## src/rtl/control_fsm_pkg.sv

```systemverilog
// Shared definitions for the instruction sequencer: widths, opcode constants,
// FSM state encoding, bus/ALU codes, register indices and decode helpers.
package ctrl_pkg;

  localparam int unsigned REG_COUNT   = 11;
  localparam int unsigned IADDR_WIDTH = 8;
  localparam int unsigned INSTR_WIDTH = 8;
  localparam int unsigned REG_IDX_W   = 4;

  // Opcodes live in IR[7:4]; 0xB..0xE are reserved.
  localparam logic [3:0] OP_NOP    = 4'h0;
  localparam logic [3:0] OP_MVAC   = 4'h1;
  localparam logic [3:0] OP_MVR    = 4'h2;
  localparam logic [3:0] OP_LDAC   = 4'h3;
  localparam logic [3:0] OP_STAC   = 4'h4;
  localparam logic [3:0] OP_ADD    = 4'h5;
  localparam logic [3:0] OP_SUB    = 4'h6;
  localparam logic [3:0] OP_MUL    = 4'h7;
  localparam logic [3:0] OP_INCAC  = 4'h8;
  localparam logic [3:0] OP_JPNZ   = 4'h9;
  localparam logic [3:0] OP_JUMP   = 4'hA;
  localparam logic [3:0] OP_RSV_LO = 4'hB;
  localparam logic [3:0] OP_RSV_HI = 4'hE;
  localparam logic [3:0] OP_END    = 4'hF;

  // Register-file indices.
  localparam logic [REG_IDX_W-1:0] REG_R      = 4'd0;
  localparam logic [REG_IDX_W-1:0] REG_ROW    = 4'd1;
  localparam logic [REG_IDX_W-1:0] REG_CAT    = 4'd2;
  localparam logic [REG_IDX_W-1:0] REG_CB     = 4'd3;
  localparam logic [REG_IDX_W-1:0] REG_RNOW   = 4'd4;
  localparam logic [REG_IDX_W-1:0] REG_CATNOW = 4'd5;
  localparam logic [REG_IDX_W-1:0] REG_CBNOW  = 4'd6;
  localparam logic [REG_IDX_W-1:0] REG_ALPHAP = 4'd7;
  localparam logic [REG_IDX_W-1:0] REG_BETAP  = 4'd8;
  localparam logic [REG_IDX_W-1:0] REG_GAMMAP = 4'd9;
  localparam logic [REG_IDX_W-1:0] REG_TOTAL  = 4'd10;

  typedef enum logic [2:0] {
    ST_IDLE    = 3'd0,
    ST_FETCH   = 3'd1,
    ST_FWAIT   = 3'd2,
    ST_EXEC    = 3'd3,
    ST_MWAIT   = 3'd4,
    ST_OPFETCH = 3'd5,
    ST_OPWAIT  = 3'd6
  } state_e;

  typedef enum logic [1:0] {
    BUS_REG  = 2'b00,
    BUS_AC   = 2'b01,
    BUS_DMEM = 2'b10,
    BUS_NONE = 2'b11
  } bus_sel_e;

  typedef enum logic [2:0] {
    ALU_PASS = 3'b000,
    ALU_ADD  = 3'b001,
    ALU_SUB  = 3'b010,
    ALU_MUL  = 3'b011,
    ALU_INC  = 3'b100
  } alu_op_e;

  // Opcodes whose operand names a register-file entry.
  function automatic logic uses_reg(input logic [3:0] op);
    return (op == OP_MVAC) || (op == OP_MVR) || (op == OP_ADD) ||
           (op == OP_SUB)  || (op == OP_MUL);
  endfunction

  // Reserved opcode, or register operand past the last entry.
  function automatic logic op_illegal(input logic [INSTR_WIDTH-1:0] ir);
    logic [3:0] op;
    op = ir[7:4];
    return ((op >= OP_RSV_LO) && (op <= OP_RSV_HI)) ||
           (uses_reg(op) && (ir[3:0] > REG_TOTAL));
  endfunction

endpackage

```

## src/rtl/control_fsm_if.sv

```systemverilog
// Sequencer-side bus bundle: program control inputs, instruction-memory
// handshake, register-file selects, ALU/AC controls and data-memory strobes.
//   master : the sequencer (drives strobes, receives start/instr_in/z_flag)
//   slave  : the surrounding core / memories
interface control_fsm_if
  import ctrl_pkg::*;
();
  logic                   start;
  logic [INSTR_WIDTH-1:0] instr_in;
  logic                   z_flag;
  logic [IADDR_WIDTH-1:0] iram_addr;
  logic                   iram_rd_en;
  logic [REG_COUNT-1:0]   reg_read_en;
  logic [REG_COUNT-1:0]   reg_write_en;
  logic [1:0]             bus_sel;
  logic                   ac_write;
  logic [2:0]             alu_op;
  logic                   dram_rd_en;
  logic                   dram_wr_en;
  logic                   busy;
  logic                   done;
  logic                   illegal;

  modport master (
    input  start, instr_in, z_flag,
    output iram_addr, iram_rd_en, reg_read_en, reg_write_en, bus_sel,
           ac_write, alu_op, dram_rd_en, dram_wr_en, busy, done, illegal
  );

  modport slave (
    output start, instr_in, z_flag,
    input  iram_addr, iram_rd_en, reg_read_en, reg_write_en, bus_sel,
           ac_write, alu_op, dram_rd_en, dram_wr_en, busy, done, illegal
  );
endinterface

```

## src/rtl/control_fsm_onehot_dec.sv

```systemverilog
// Register index to one-hot select; all-zero when disabled or index out of range.
//   i_en       : decode enable
//   i_idx      : register index
//   o_onehot_c : one-hot select (combinational)
module onehot_dec
  import ctrl_pkg::*;
#(
  parameter int unsigned N = REG_COUNT
) (
  input  logic                 i_en,
  input  logic [REG_IDX_W-1:0] i_idx,
  output logic [N-1:0]         o_onehot_c
);

  // Indices >= N never match any bit, so out-of-range yields zero.
  always_comb begin
    o_onehot_c = '0;
    for (int i = 0; i < N; i++) begin
      o_onehot_c[i] = i_en && (i_idx == REG_IDX_W'(i));
    end
  end

endmodule

```

## src/rtl/control_fsm.sv

```systemverilog
// Instruction sequencer: fetches 8-bit instructions, decodes them and drives
// register-file, ALU/AC and data-memory controls. Outputs are registered
// copies of the decode of the next state and next IR, so they line up with
// the state they belong to.
//   clk   : clock
//   reset : synchronous active-high reset
//   bus   : control_fsm_if.master bundle (start, instr_in, z_flag in;
//           iram/regfile/bus/ALU/dram strobes, busy, done, illegal out)
module control_fsm
  import ctrl_pkg::*;
(
  input  logic          clk,
  input  logic          reset,
  control_fsm_if.master bus
);

  state_e                 r_state, w_nxt_state;
  logic [IADDR_WIDTH-1:0] r_pc, w_nxt_pc;
  logic [INSTR_WIDTH-1:0] r_ir, w_nxt_ir;
  logic                   r_illegal, w_nxt_illegal;
  logic [3:0]             w_op, w_nxt_op;

  logic [REG_COUNT-1:0]   r_reg_read_en, r_reg_write_en;
  bus_sel_e               r_bus_sel;
  logic                   r_ac_write;
  alu_op_e                r_alu_op;
  logic                   r_dram_rd_en, r_dram_wr_en;
  logic                   r_iram_rd_en, r_busy, r_done;

  logic                   w_exec, w_nxt_bad;
  logic                   w_rd_dec_en, w_wr_dec_en;
  logic [REG_COUNT-1:0]   w_rd_onehot, w_wr_onehot;
  bus_sel_e               w_bus_sel;
  logic                   w_ac_write;
  alu_op_e                w_alu_op;
  logic                   w_dram_rd, w_dram_wr, w_iram_rd, w_busy, w_done;

  assign w_op = r_ir[7:4];

  // Next state, PC, IR and sticky illegal flag.
  always_comb begin
    w_nxt_state   = r_state;
    w_nxt_pc      = r_pc;
    w_nxt_ir      = r_ir;
    w_nxt_illegal = r_illegal;
    case (r_state)
      ST_IDLE: begin
        if (bus.start) begin
          w_nxt_state   = ST_FETCH;
          w_nxt_pc      = '0;
          w_nxt_illegal = 1'b0;
        end
      end
      ST_FETCH:   w_nxt_state = ST_FWAIT;
      ST_FWAIT: begin
        w_nxt_ir    = bus.instr_in;
        w_nxt_pc    = r_pc + IADDR_WIDTH'(1);
        w_nxt_state = ST_EXEC;
      end
      ST_EXEC: begin
        if (op_illegal(r_ir)) w_nxt_illegal = 1'b1;
        case (w_op)
          OP_LDAC:          w_nxt_state = ST_MWAIT;
          OP_JPNZ, OP_JUMP: w_nxt_state = ST_OPFETCH;
          OP_END:           w_nxt_state = ST_IDLE;
          default:          w_nxt_state = ST_FETCH;
        endcase
      end
      ST_MWAIT:   w_nxt_state = ST_FETCH;
      ST_OPFETCH: w_nxt_state = ST_OPWAIT;
      ST_OPWAIT: begin
        // Taken jump loads the operand word; otherwise skip over it.
        if ((w_op == OP_JUMP) || ((w_op == OP_JPNZ) && !bus.z_flag)) begin
          w_nxt_pc = bus.instr_in;
        end else begin
          w_nxt_pc = r_pc + IADDR_WIDTH'(1);
        end
        w_nxt_state = ST_FETCH;
      end
      default:    w_nxt_state = ST_IDLE;
    endcase
  end

  // Output decode from next state and next IR; registered below.
  always_comb begin
    w_nxt_op    = w_nxt_ir[7:4];
    w_exec      = (w_nxt_state == ST_EXEC);
    w_nxt_bad   = op_illegal(w_nxt_ir);
    w_rd_dec_en = 1'b0;
    w_wr_dec_en = 1'b0;
    w_bus_sel   = BUS_NONE;
    w_ac_write  = 1'b0;
    w_alu_op    = ALU_PASS;
    w_dram_rd   = 1'b0;
    w_dram_wr   = 1'b0;
    if (w_exec && !w_nxt_bad) begin
      case (w_nxt_op)
        OP_MVAC: begin
          w_rd_dec_en = 1'b1;
          w_bus_sel   = BUS_REG;
          w_ac_write  = 1'b1;
        end
        OP_MVR: begin
          w_wr_dec_en = 1'b1;
          w_bus_sel   = BUS_AC;
        end
        OP_LDAC: w_dram_rd = 1'b1;
        OP_STAC: begin
          w_bus_sel = BUS_AC;
          w_dram_wr = 1'b1;
        end
        OP_ADD, OP_SUB, OP_MUL: begin
          w_rd_dec_en = 1'b1;
          w_bus_sel   = BUS_REG;
          w_ac_write  = 1'b1;
          w_alu_op    = (w_nxt_op == OP_ADD) ? ALU_ADD :
                        (w_nxt_op == OP_SUB) ? ALU_SUB : ALU_MUL;
        end
        OP_INCAC: begin
          w_ac_write = 1'b1;
          w_alu_op   = ALU_INC;
        end
        default: ;
      endcase
    end
    if (w_nxt_state == ST_MWAIT) begin
      w_bus_sel  = BUS_DMEM;
      w_ac_write = 1'b1;
    end
    w_iram_rd = (w_nxt_state == ST_FETCH) || (w_nxt_state == ST_OPFETCH);
    w_busy    = (w_nxt_state != ST_IDLE);
    w_done    = w_exec && (w_nxt_op == OP_END);
  end

  onehot_dec #(.N(REG_COUNT)) u_rd_dec (
    .i_en       (w_rd_dec_en),
    .i_idx      (w_nxt_ir[3:0]),
    .o_onehot_c (w_rd_onehot)
  );

  onehot_dec #(.N(REG_COUNT)) u_wr_dec (
    .i_en       (w_wr_dec_en),
    .i_idx      (w_nxt_ir[3:0]),
    .o_onehot_c (w_wr_onehot)
  );

  // State and registered outputs.
  always_ff @(posedge clk) begin
    if (reset) begin
      r_state        <= ST_IDLE;
      r_pc           <= '0;
      r_ir           <= '0;
      r_illegal      <= 1'b0;
      r_reg_read_en  <= '0;
      r_reg_write_en <= '0;
      r_bus_sel      <= BUS_NONE;
      r_ac_write     <= 1'b0;
      r_alu_op       <= ALU_PASS;
      r_dram_rd_en   <= 1'b0;
      r_dram_wr_en   <= 1'b0;
      r_iram_rd_en   <= 1'b0;
      r_busy         <= 1'b0;
      r_done         <= 1'b0;
    end else begin
      r_state        <= w_nxt_state;
      r_pc           <= w_nxt_pc;
      r_ir           <= w_nxt_ir;
      r_illegal      <= w_nxt_illegal;
      r_reg_read_en  <= w_rd_onehot;
      r_reg_write_en <= w_wr_onehot;
      r_bus_sel      <= w_bus_sel;
      r_ac_write     <= w_ac_write;
      r_alu_op       <= w_alu_op;
      r_dram_rd_en   <= w_dram_rd;
      r_dram_wr_en   <= w_dram_wr;
      r_iram_rd_en   <= w_iram_rd;
      r_busy         <= w_busy;
      r_done         <= w_done;
    end
  end

  assign bus.iram_addr    = r_pc;
  assign bus.iram_rd_en   = r_iram_rd_en;
  assign bus.reg_read_en  = r_reg_read_en;
  assign bus.reg_write_en = r_reg_write_en;
  assign bus.bus_sel      = r_bus_sel;
  assign bus.ac_write     = r_ac_write;
  assign bus.alu_op       = r_alu_op;
  assign bus.dram_rd_en   = r_dram_rd_en;
  assign bus.dram_wr_en   = r_dram_wr_en;
  assign bus.busy         = r_busy;
  assign bus.done         = r_done;
  assign bus.illegal      = r_illegal;

endmodule

```

## src/flat_wrapper.sv

```systemverilog
// flat-port wrapper written by rule: the top's interface ports become plain ports
module control_fsm_flat import ctrl_pkg::*;
  (clk, reset, bus_start, bus_instr_in, bus_z_flag, bus_iram_addr, bus_iram_rd_en, bus_reg_read_en, bus_reg_write_en, bus_bus_sel, bus_ac_write, bus_alu_op, bus_dram_rd_en, bus_dram_wr_en, bus_busy, bus_done, bus_illegal);
  control_fsm_if bus_i ();
  input  logic clk;
  input  logic reset;
  input wire logic [$bits(bus_i.start)-1:0] bus_start;
  input wire logic [$bits(bus_i.instr_in)-1:0] bus_instr_in;
  input wire logic [$bits(bus_i.z_flag)-1:0] bus_z_flag;
  output wire logic [$bits(bus_i.iram_addr)-1:0] bus_iram_addr;
  output wire logic [$bits(bus_i.iram_rd_en)-1:0] bus_iram_rd_en;
  output wire logic [$bits(bus_i.reg_read_en)-1:0] bus_reg_read_en;
  output wire logic [$bits(bus_i.reg_write_en)-1:0] bus_reg_write_en;
  output wire logic [$bits(bus_i.bus_sel)-1:0] bus_bus_sel;
  output wire logic [$bits(bus_i.ac_write)-1:0] bus_ac_write;
  output wire logic [$bits(bus_i.alu_op)-1:0] bus_alu_op;
  output wire logic [$bits(bus_i.dram_rd_en)-1:0] bus_dram_rd_en;
  output wire logic [$bits(bus_i.dram_wr_en)-1:0] bus_dram_wr_en;
  output wire logic [$bits(bus_i.busy)-1:0] bus_busy;
  output wire logic [$bits(bus_i.done)-1:0] bus_done;
  output wire logic [$bits(bus_i.illegal)-1:0] bus_illegal;
  assign bus_i.start = bus_start;
  assign bus_i.instr_in = bus_instr_in;
  assign bus_i.z_flag = bus_z_flag;
  assign bus_iram_addr = bus_i.iram_addr;
  assign bus_iram_rd_en = bus_i.iram_rd_en;
  assign bus_reg_read_en = bus_i.reg_read_en;
  assign bus_reg_write_en = bus_i.reg_write_en;
  assign bus_bus_sel = bus_i.bus_sel;
  assign bus_ac_write = bus_i.ac_write;
  assign bus_alu_op = bus_i.alu_op;
  assign bus_dram_rd_en = bus_i.dram_rd_en;
  assign bus_dram_wr_en = bus_i.dram_wr_en;
  assign bus_busy = bus_i.busy;
  assign bus_done = bus_i.done;
  assign bus_illegal = bus_i.illegal;
  control_fsm u_core (.clk(clk), .reset(reset), .bus(bus_i));
endmodule
```

## config.mk

```make
export PLATFORM = sky130hd
export DESIGN_NAME = control_fsm_flat
export DESIGN_NICKNAME = d
export VERILOG_FILES = /design/src/rtl/control_fsm_pkg.sv /design/src/rtl/control_fsm_if.sv /design/src/rtl/control_fsm_onehot_dec.sv /design/src/rtl/control_fsm.sv /design/src/flat_wrapper.sv
export SDC_FILE = /design/constraint.sdc
export NUM_CORES = 1
export LEC_CHECK = 0
export CAP_MARGIN = 20
export CORE_UTILIZATION = 50
export CTS_BUF_LIST = sky130_fd_sc_hd__clkbuf_2
export CTS_CLUSTER_DIAMETER = 120
export DETAILED_ROUTE_END_ITERATION = 7
export PLACE_DENSITY = 0.84
export SYNTH_ARGS = -nofsm -noshare
export SYNTH_HDL_FRONTEND = slang
export SYNTH_SLANG_ARGS = --single-unit
export TNS_END_PERCENT = 10
```

## constraint.sdc

```tcl
create_clock -name clk -period 4.65 [get_ports clk]
set_input_delay 1.395 -clock clk [delete_from_list [all_inputs] [get_ports clk]]
set_output_delay 1.395 -clock clk [all_outputs]
set_load 0.05 [all_outputs]
```

==> metrics.md, run 1 <==
| Metric | Value |
|---|---|
| Synth Flop Type | `dfxtp_1` |
| Power Density | `283 nW/µm²` |
| Synth Area per Inst | `9.25 µm²` |
| CP peak stage delay | `0.84 ns` |
| Hold Violations, Final | `0` |
| Final instance area | `2860 µm²` |
| Instance count of the mapped netlist | `243` |
| Total setup buffers inserted after CTS | `0` |
| Sw Pwr | `between 0.2 and 0.25 mW` |
| DRT iter0 DRCs | `103` |
| Reg clk slew, reported paths | `0.26 ns` |
| Critical Path Start Type | `flop` |
| Leading post-synthesis cells by cell area | `dfxtp_1 (47%), nor2_1 (4.8%), a21oi_1 (3.1%)` |
| Placer Congestion | `about 0.90` |
| Fill count | `384` |
| Status | `completed` |
| Kind of critical path | `flop to output pin` |
| Cts repair resizes | `0` |
| CTS tree | `yes` |
| Final setup margin | `between 1 and 1.5 ns` |
| Min cycle time layout | `3.17 ns` |
| Antenna Cells | `0` |
| # H-tree levels | `2` |
| Placed cells | `338` |
| Final core occ | `66.1%` |
| HPWL Detailed | `3.84 mm` |
| Clock buffer count from CTS | `5` |
| Final std cells w/o fill | `346` |
| Commonest cells in the netlist | `dfxtp_1 (53), nor2_1 (29), nand2_1 (18)` |
| Clk pwr share | `28.6%` |
| Number of synthesized flops with an enable pin | `0` |
| Sequential share of the synthesized area | `47.2%` |
| Register bit count reported by yosys | `53` |
| Area of the mapped netlist | `~2200 µm²` |
| Worst hold path type | `flop to flop` |
| Slew headroom | `41.1%` |
| Setup TNS | `0 ns` |
| Worst-Margin Slew | `0.872 ns` |
| Initial antenna violation count | `0` |
| Hold WS | `0.523 ns` |
| Slowest-stage cell, CP | `clkdlybuf4s50_1` |
| Clk Latency, worst-skew pair | `~0.43 ns` |
| Clock Root Buffer | `clkbuf_2` |
| Syn Nets | `about 260` |
| Drt drc | `0` |
| Row count | `24` |
| Post-synth top area cell | `dfxtp_1` |
| Largest buffer count on any clock path | `2` |
| Fin nets | `306` |
| Area Growth Syn to Fin | `27.3%` |
| Leak pwr | `between 0.9 and 1 nW` |
| Vias in the first global route | `between 1.5k and 2k` |
| CP max FO | `6` |
| Clock skew | `0.0142 ns` |
| Max Cap Viol | `0` |
| WL final | `between 5 and 6 mm` |
| Sequential share of power | `58.7%` |
| CP Capture Type | `output pin` |
| Grt total ovfl | `0` |
| Share of the synthesized area in the top cell type | `47.2%` |
| Fraction of layout cells with a size suffix above 1 | `6.46%` |
| Tcrit/Tclk final | `68.2%` |
| GRT Resource Usage Total | `22.3%` |
| Port Buf Inserts | `53` |
| Dpl ws | `1.27 ns` |
| Most frequent cell after synthesis | `dfxtp_1` |
| Maximum clock frequency | `315 MHz` |
| Number of iterations in the first detailed-routing pass | `4` |
| Maximum VDD drop | `~0.13 mV` |
| Largest net degree at the start of global routing | `22` |
| First-pass GRT wire length | `8.65 mm` |
| Chip width | `69.0 µm` |
| Wirelength per Cell | `between 10 and 15 µm` |
| Max-slew violation count | `0` |
| Combinational share of power | `12.7%` |
| Worst Path Required | `3.25 ns` |
| Ports | `54` |
| Post-synthesis cell type count | `49` |
| Die area | `~4800 µm²` |
| Post-layout total power | `0.811 mW` |
| Worst path arrival time | `1.78 ns` |
| P_int | `0.595 mW` |
| Worst path cell trace | `clkdlybuf4s50_1` |
| Die Ht | `69.0 µm` |
| RSZ-0062 raised after global routing | `false` |
| Yosys Warn Count | `0` |
| Clk sinks | `53` |
| Post-DP Area | `2790 µm²` |
| Starting Density | `52.0%` |
| DRT antenna net count | `0` |
| Bufs and invs on worst path | `1` |
| Async S/R FF share, synth | `0%` |
| Switching part of the total power | `26.6%` |
| Cts hold-fix bufs | `0` |
| Count of final setup violators | `0` |
| Core area | `4320 µm²` |
| CP top delay family | `buffers and inverters` |
| Vias | `~2.0k` |
| Via density | `5.76` |
-- cells in the final DEF, fill, tap and decap left out, drive strengths merged, types with 4 or more instances in the layout --
cell type      Yosys  layout
a21oi             14      14
a31oi              4       4
a32oi              5       5
and2               4       4
clkbuf             5       5
clkdlybuf4s50      0      53
dfxtp             53      53
inv                6       6
mux2i              6       6
nand2             18      18
nand2b            10      10
nand3b             7       7
nor2              29      29
nor2b              5       5
nor3               6       6
nor3b              5       5
nor4               6       6
o21ai              6       6
or2                4       4
or4                4       4
-- cell families (layout without fill, tap and decap cells) --
kind of cell / Yosys count / count (layout) / share of synthesized area (%)
xor gates and xnor gates: 2 / 2 / 0.780
muxes: 9 / 9 / 4.34
and+or+nand+nor: 114 / 114 / 29.2
DFF: 53 / 53 / 47.2
AOI/OAI and AO/OA: 47 / 47 / 14.4
adders and majority gates: 1 / 1 / 0.557
buffers and inverters: 17 / 68 / 3.51
-- final timing paths --
path                                 from                         end  slack (ns)  depth (start not counted)
setup / recovery  u_core.bus.iram_addr[0]            bus_iram_addr[0]        1.48                          1
hold / removal    u_core.bus.iram_addr[7]     u_core.bus.iram_addr[7]        0.52                          2
setup reg to reg        u_core.r_state[1]  u_core.bus.reg_write_en[8]        2.53                          4
hold reg to reg   u_core.bus.iram_addr[7]     u_core.bus.iram_addr[7]        0.52                          2
-- power groups by stage --
stage	clock network, mW	logic [mW]	registers, mW
after floorplan	0	0.0638	0.488
after global placement	0	0.0992	0.484
after detailed placement	0	0.101	0.484
after CTS	0.235	0.102	0.476
after global routing	0.259	0.111	0.478
final	0.232	0.103	0.476
-- sequential cells by signal, indices dropped and copies added, names as in the netlist, 2 cells and up --
name,count
u_core.bus.alu_op,3
u_core.bus.bus_sel,2
u_core.bus.iram_addr,8
u_core.bus.reg_read_en,11
u_core.bus.reg_write_en,11
u_core.r_ir,8
u_core.r_state,3
-- routing by layer --
layer	vias up	track usage [%]	routed length [µm]
li1	972	-	-
met1	935	27.1	2170
met2	74	39.2	2570
met3	12	4.68	290
met4	0	7.03	102
met5	-	0	0
-- area by class of cell --
type / instances / area [µm²] / share of cell area, %
Clock buffer: 5 / 25.0 / 0.875
Clock inverter: 3 / 41.3 / 1.44
Inverter: 6 / 22.5 / 0.787
Multi-Input combinational cell: 173 / 1110 / 38.7
Sequential cell: 53 / 1060 / 37.1
Tap cell: 52 / 65.1 / 2.27
Timing Repair Buffer: 54 / 538 / 18.8
Note: power is estimated with default switching activity, not from simulation.
==> inputs of run 2 (changes only) <==
--- a/config.mk
+++ b/config.mk
@@ -6,11 +6,11 @@
 export NUM_CORES = 1
 export LEC_CHECK = 0
 export CAP_MARGIN = 20
-export CORE_UTILIZATION = 50
+export CORE_UTILIZATION = 46
 export CTS_BUF_LIST = sky130_fd_sc_hd__clkbuf_2
 export CTS_CLUSTER_DIAMETER = 120
 export DETAILED_ROUTE_END_ITERATION = 7
-export PLACE_DENSITY = 0.84
+export PLACE_DENSITY = 0.82
 export SYNTH_ARGS = -nofsm -noshare
 export SYNTH_HDL_FRONTEND = slang
 export SYNTH_SLANG_ARGS = --single-unit
==> constraint.sdc (replaced) <==
create_clock -name clk -period 2.8 [get_ports clk]
set_input_delay 0.84 -clock clk [delete_from_list [all_inputs] [get_ports clk]]
set_output_delay 0.84 -clock clk [all_outputs]
set_load 0.05 [all_outputs]
==> metrics.md, run 2 (synthesized netlist as in run 1, its figures left out) <==
| Metric | Value |
|---|---|
| Status | `completed (unchanged)` |
| Slowest-stage cell, CP | `clkdlybuf4s50_1 (unchanged)` |
| Row count | `25 (was 24)` |
| Leak pwr | `1.00 nW (was 0.973 nW)` |
| Hold Violations, Final | `0 (unchanged)` |
| Starting Density | `47.6% (was 52.0%)` |
| Drt drc | `0 (unchanged)` |
| Power Density | `428 nW/µm² (was 283 nW/µm²)` |
| Clk Latency, worst-skew pair | `0.42 ns (was 0.43 ns)` |
| Bufs and invs on worst path | `1 (unchanged)` |
| Hold WS | `0.522 ns (was 0.523 ns)` |
| Clk sinks | `53 (unchanged)` |
| Fin nets | `314 (was 306)` |
| Total setup buffers inserted after CTS | `0 (unchanged)` |
| Worst path cell trace | `clkdlybuf4s50_1 (unchanged)` |
| Vias | `2002 (was 1993)` |
| Initial antenna violation count | `0 (unchanged)` |
| Grt met2 use | `35.7% (was 39.2%)` |
| Reg clk slew, reported paths | `0.26 ns (about the same)` |
| Chip width | `71.9 µm (was 69.0 µm)` |
| Core area | `4720 µm² (was 4320 µm²)` |
| First-pass GRT wire length | `8.44 mm (was 8.65 mm)` |
| Area Growth Syn to Fin | `29.5% (was 27.3%)` |
| Tcrit/Tclk final | `93.6%` |
| Count of final setup violators | `0 (unchanged)` |
| Placer Congestion | `0.850 (was 0.895)` |
| Grt total ovfl | `0 (unchanged)` |
| HPWL Detailed | `3.86 mm (was 3.84 mm)` |
| Vias in the first global route | `1830 (was 1820)` |
| GRT Resource Usage Total | `20.9% (was 22.3%)` |
| Die Ht | `71.9 µm (was 69.0 µm)` |
| Top Usage Layer GRT | `met2 (unchanged)` |
| # H-tree levels | `2 (unchanged)` |
| Max-slew violation count | `0 (unchanged)` |
| CP peak stage delay | `0.85 ns (was 0.84 ns)` |
| Cts hold-fix bufs | `0 (unchanged)` |
| Wirelength per Cell | `14.1 µm (was 14.8 µm)` |
| CP Capture Type | `output pin (unchanged)` |
| Number of iterations in the first detailed-routing pass | `5 (was 4)` |
| Fraction of layout cells with a size suffix above 1 | `8.61% (was 6.46%)` |
| Die area | `5170 µm² (was 4770 µm²)` |
| Clock Root Buffer | `clkbuf_2 (unchanged)` |
| Clock skew | `0.0330 ns (was 0.0142 ns)` |
| DRT antenna net count | `0 (unchanged)` |
| Worst Path Required | `1.96 ns (was 3.25 ns)` |
| Slew headroom | `49.3% (was 41.1%)` |
| Setup TNS | `0 ns (unchanged)` |
| Met1 usage | `26.0% (was 27.1%)` |
| Critical Path Start Type | `flop (unchanged)` |
| Ports | `54 (unchanged)` |
| Grt met3 use | `4.58% (was 4.68%)` |
| CTS tree | `yes (unchanged)` |
| Via density | `5.43 (was 5.76)` |
| Commonest non-fill, non-tap cells in the layout | `clkdlybuf4s50_1 (53), dfxtp_1 (53), nor2_1 (29) (unchanged)` |
| Worst-Margin Slew | `0.756 ns (was 0.872 ns)` |
| RSZ-0062 raised after global routing | `false (unchanged)` |
| DRT iter0 DRCs | `108 (was 103)` |
| Largest net degree at the start of global routing | `16 (was 22)` |
| CP top delay family | `buffers and inverters (unchanged)` |
| Worst hold path type | `flop to flop (unchanged)` |
| CP max FO | `7 (was 6)` |
| Kind of critical path | `flop to output pin (unchanged)` |
| Max Cap Viol | `0 (unchanged)` |
| Worst path arrival time | `1.78 ns (about the same)` |
| Maximum clock frequency | `382 MHz` |
| Port Buf Inserts | `53 (unchanged)` |
| Clock buffer count from CTS | `5 (unchanged)` |
| Antenna Cells | `0 (unchanged)` |
| Min cycle time layout | `2.62 ns` |
| Maximum VDD drop | `0.167 mV (was 0.130 mV)` |
| WL final | `5.19 mm (was 5.14 mm)` |
| Largest buffer count on any clock path | `2 (unchanged)` |
| Cts repair resizes | `0 (unchanged)` |
| Fill count | `430 (was 384)` |
| Post-layout total power | `1.25 mW (was 0.811 mW)` |
==> run 2: cell count changes in the layout (fill, tap and decap cells not counted) <==
cell and delta:
bufinv_16 -1, clkinvlp_4 -1, clkinv_2 +1, clkinv_1 +1, buf_4 +8
==> run 2: metal layers <==
metal	vias to the layer above	wire length, µm
li1	989	-
met1	925	2320
met2	80	2500
met3	8	283
met4	0	83
met5	-	0
==> run 2: final timing paths <==
path	start	depth (start not counted)	slack [ns]	end
min	u_core.bus.iram_addr[7]	2	0.52	u_core.bus.iram_addr[7]
max reg2reg	u_core.r_state[1]	4	0.79	u_core.bus.reg_read_en[0]
min reg2reg	u_core.bus.iram_addr[7]	2	0.52	u_core.bus.iram_addr[7]
max	u_core.bus.iram_addr[2]	1	0.18	bus_iram_addr[2]
==> run 2: worst reg2reg max path: cells and delay by family, from the launching register on <==
family | cells | cell delay, ns
flops | 1 | 0.58
mux | 1 | 0.34
simple gates | 3 | 1.02
==> run 2: report_power, final <==
part           internal (mW)  leakage, nW  switching [mW]  total [mW]
Combinational         0.0777        0.546           0.103       0.180
Clock                 0.0549       0.0278           0.221       0.276
Sequential             0.770        0.429          0.0201       0.790
Total                  0.903         1.00           0.344        1.25
==> run 2: final cells by class <==
| cell class | count | area (µm²) | area share, % |
|---|---|---|---|
| repair buffers | 62 | 598 | 20.6 |
| flip-flops and latches | 53 | 1060 | 36.5 |
| well taps | 67 | 83.8 | 2.88 |
| clock inverters | 3 | 12.5 | 0.430 |
| clock buffers | 5 | 25.0 | 0.860 |
| multi-input cells | 173 | 1110 | 38.0 |
| inverters | 6 | 22.5 | 0.774 |
==> run 2: stage by stage <==
stage | area [µm²] | setup slack (ns) | std cells | util (%)
floorplan | 2250 | 0.820 | 243 | -
global placement | 2870 | 0.287 | 361 | 60.8
detailed placement | 2870 | 0.197 | 361 | 60.8
CTS | 2910 | 0.172 | 369 | 61.6
global route | 2910 | 0.0930 | 369 | 61.6
finish | 2910 | 0.180 | 369 | 61.6
==> inputs of run 3 (changes only) <==
--- a/config.mk
+++ b/config.mk
@@ -8,7 +8,6 @@
 export CAP_MARGIN = 20
 export CORE_UTILIZATION = 46
 export CTS_BUF_LIST = sky130_fd_sc_hd__clkbuf_2
-export CTS_CLUSTER_DIAMETER = 120
 export DETAILED_ROUTE_END_ITERATION = 7
 export PLACE_DENSITY = 0.82
 export SYNTH_ARGS = -nofsm -noshare
==> results of run 3 <==
Final layout, timing and power as in run 2 (identical DEF).
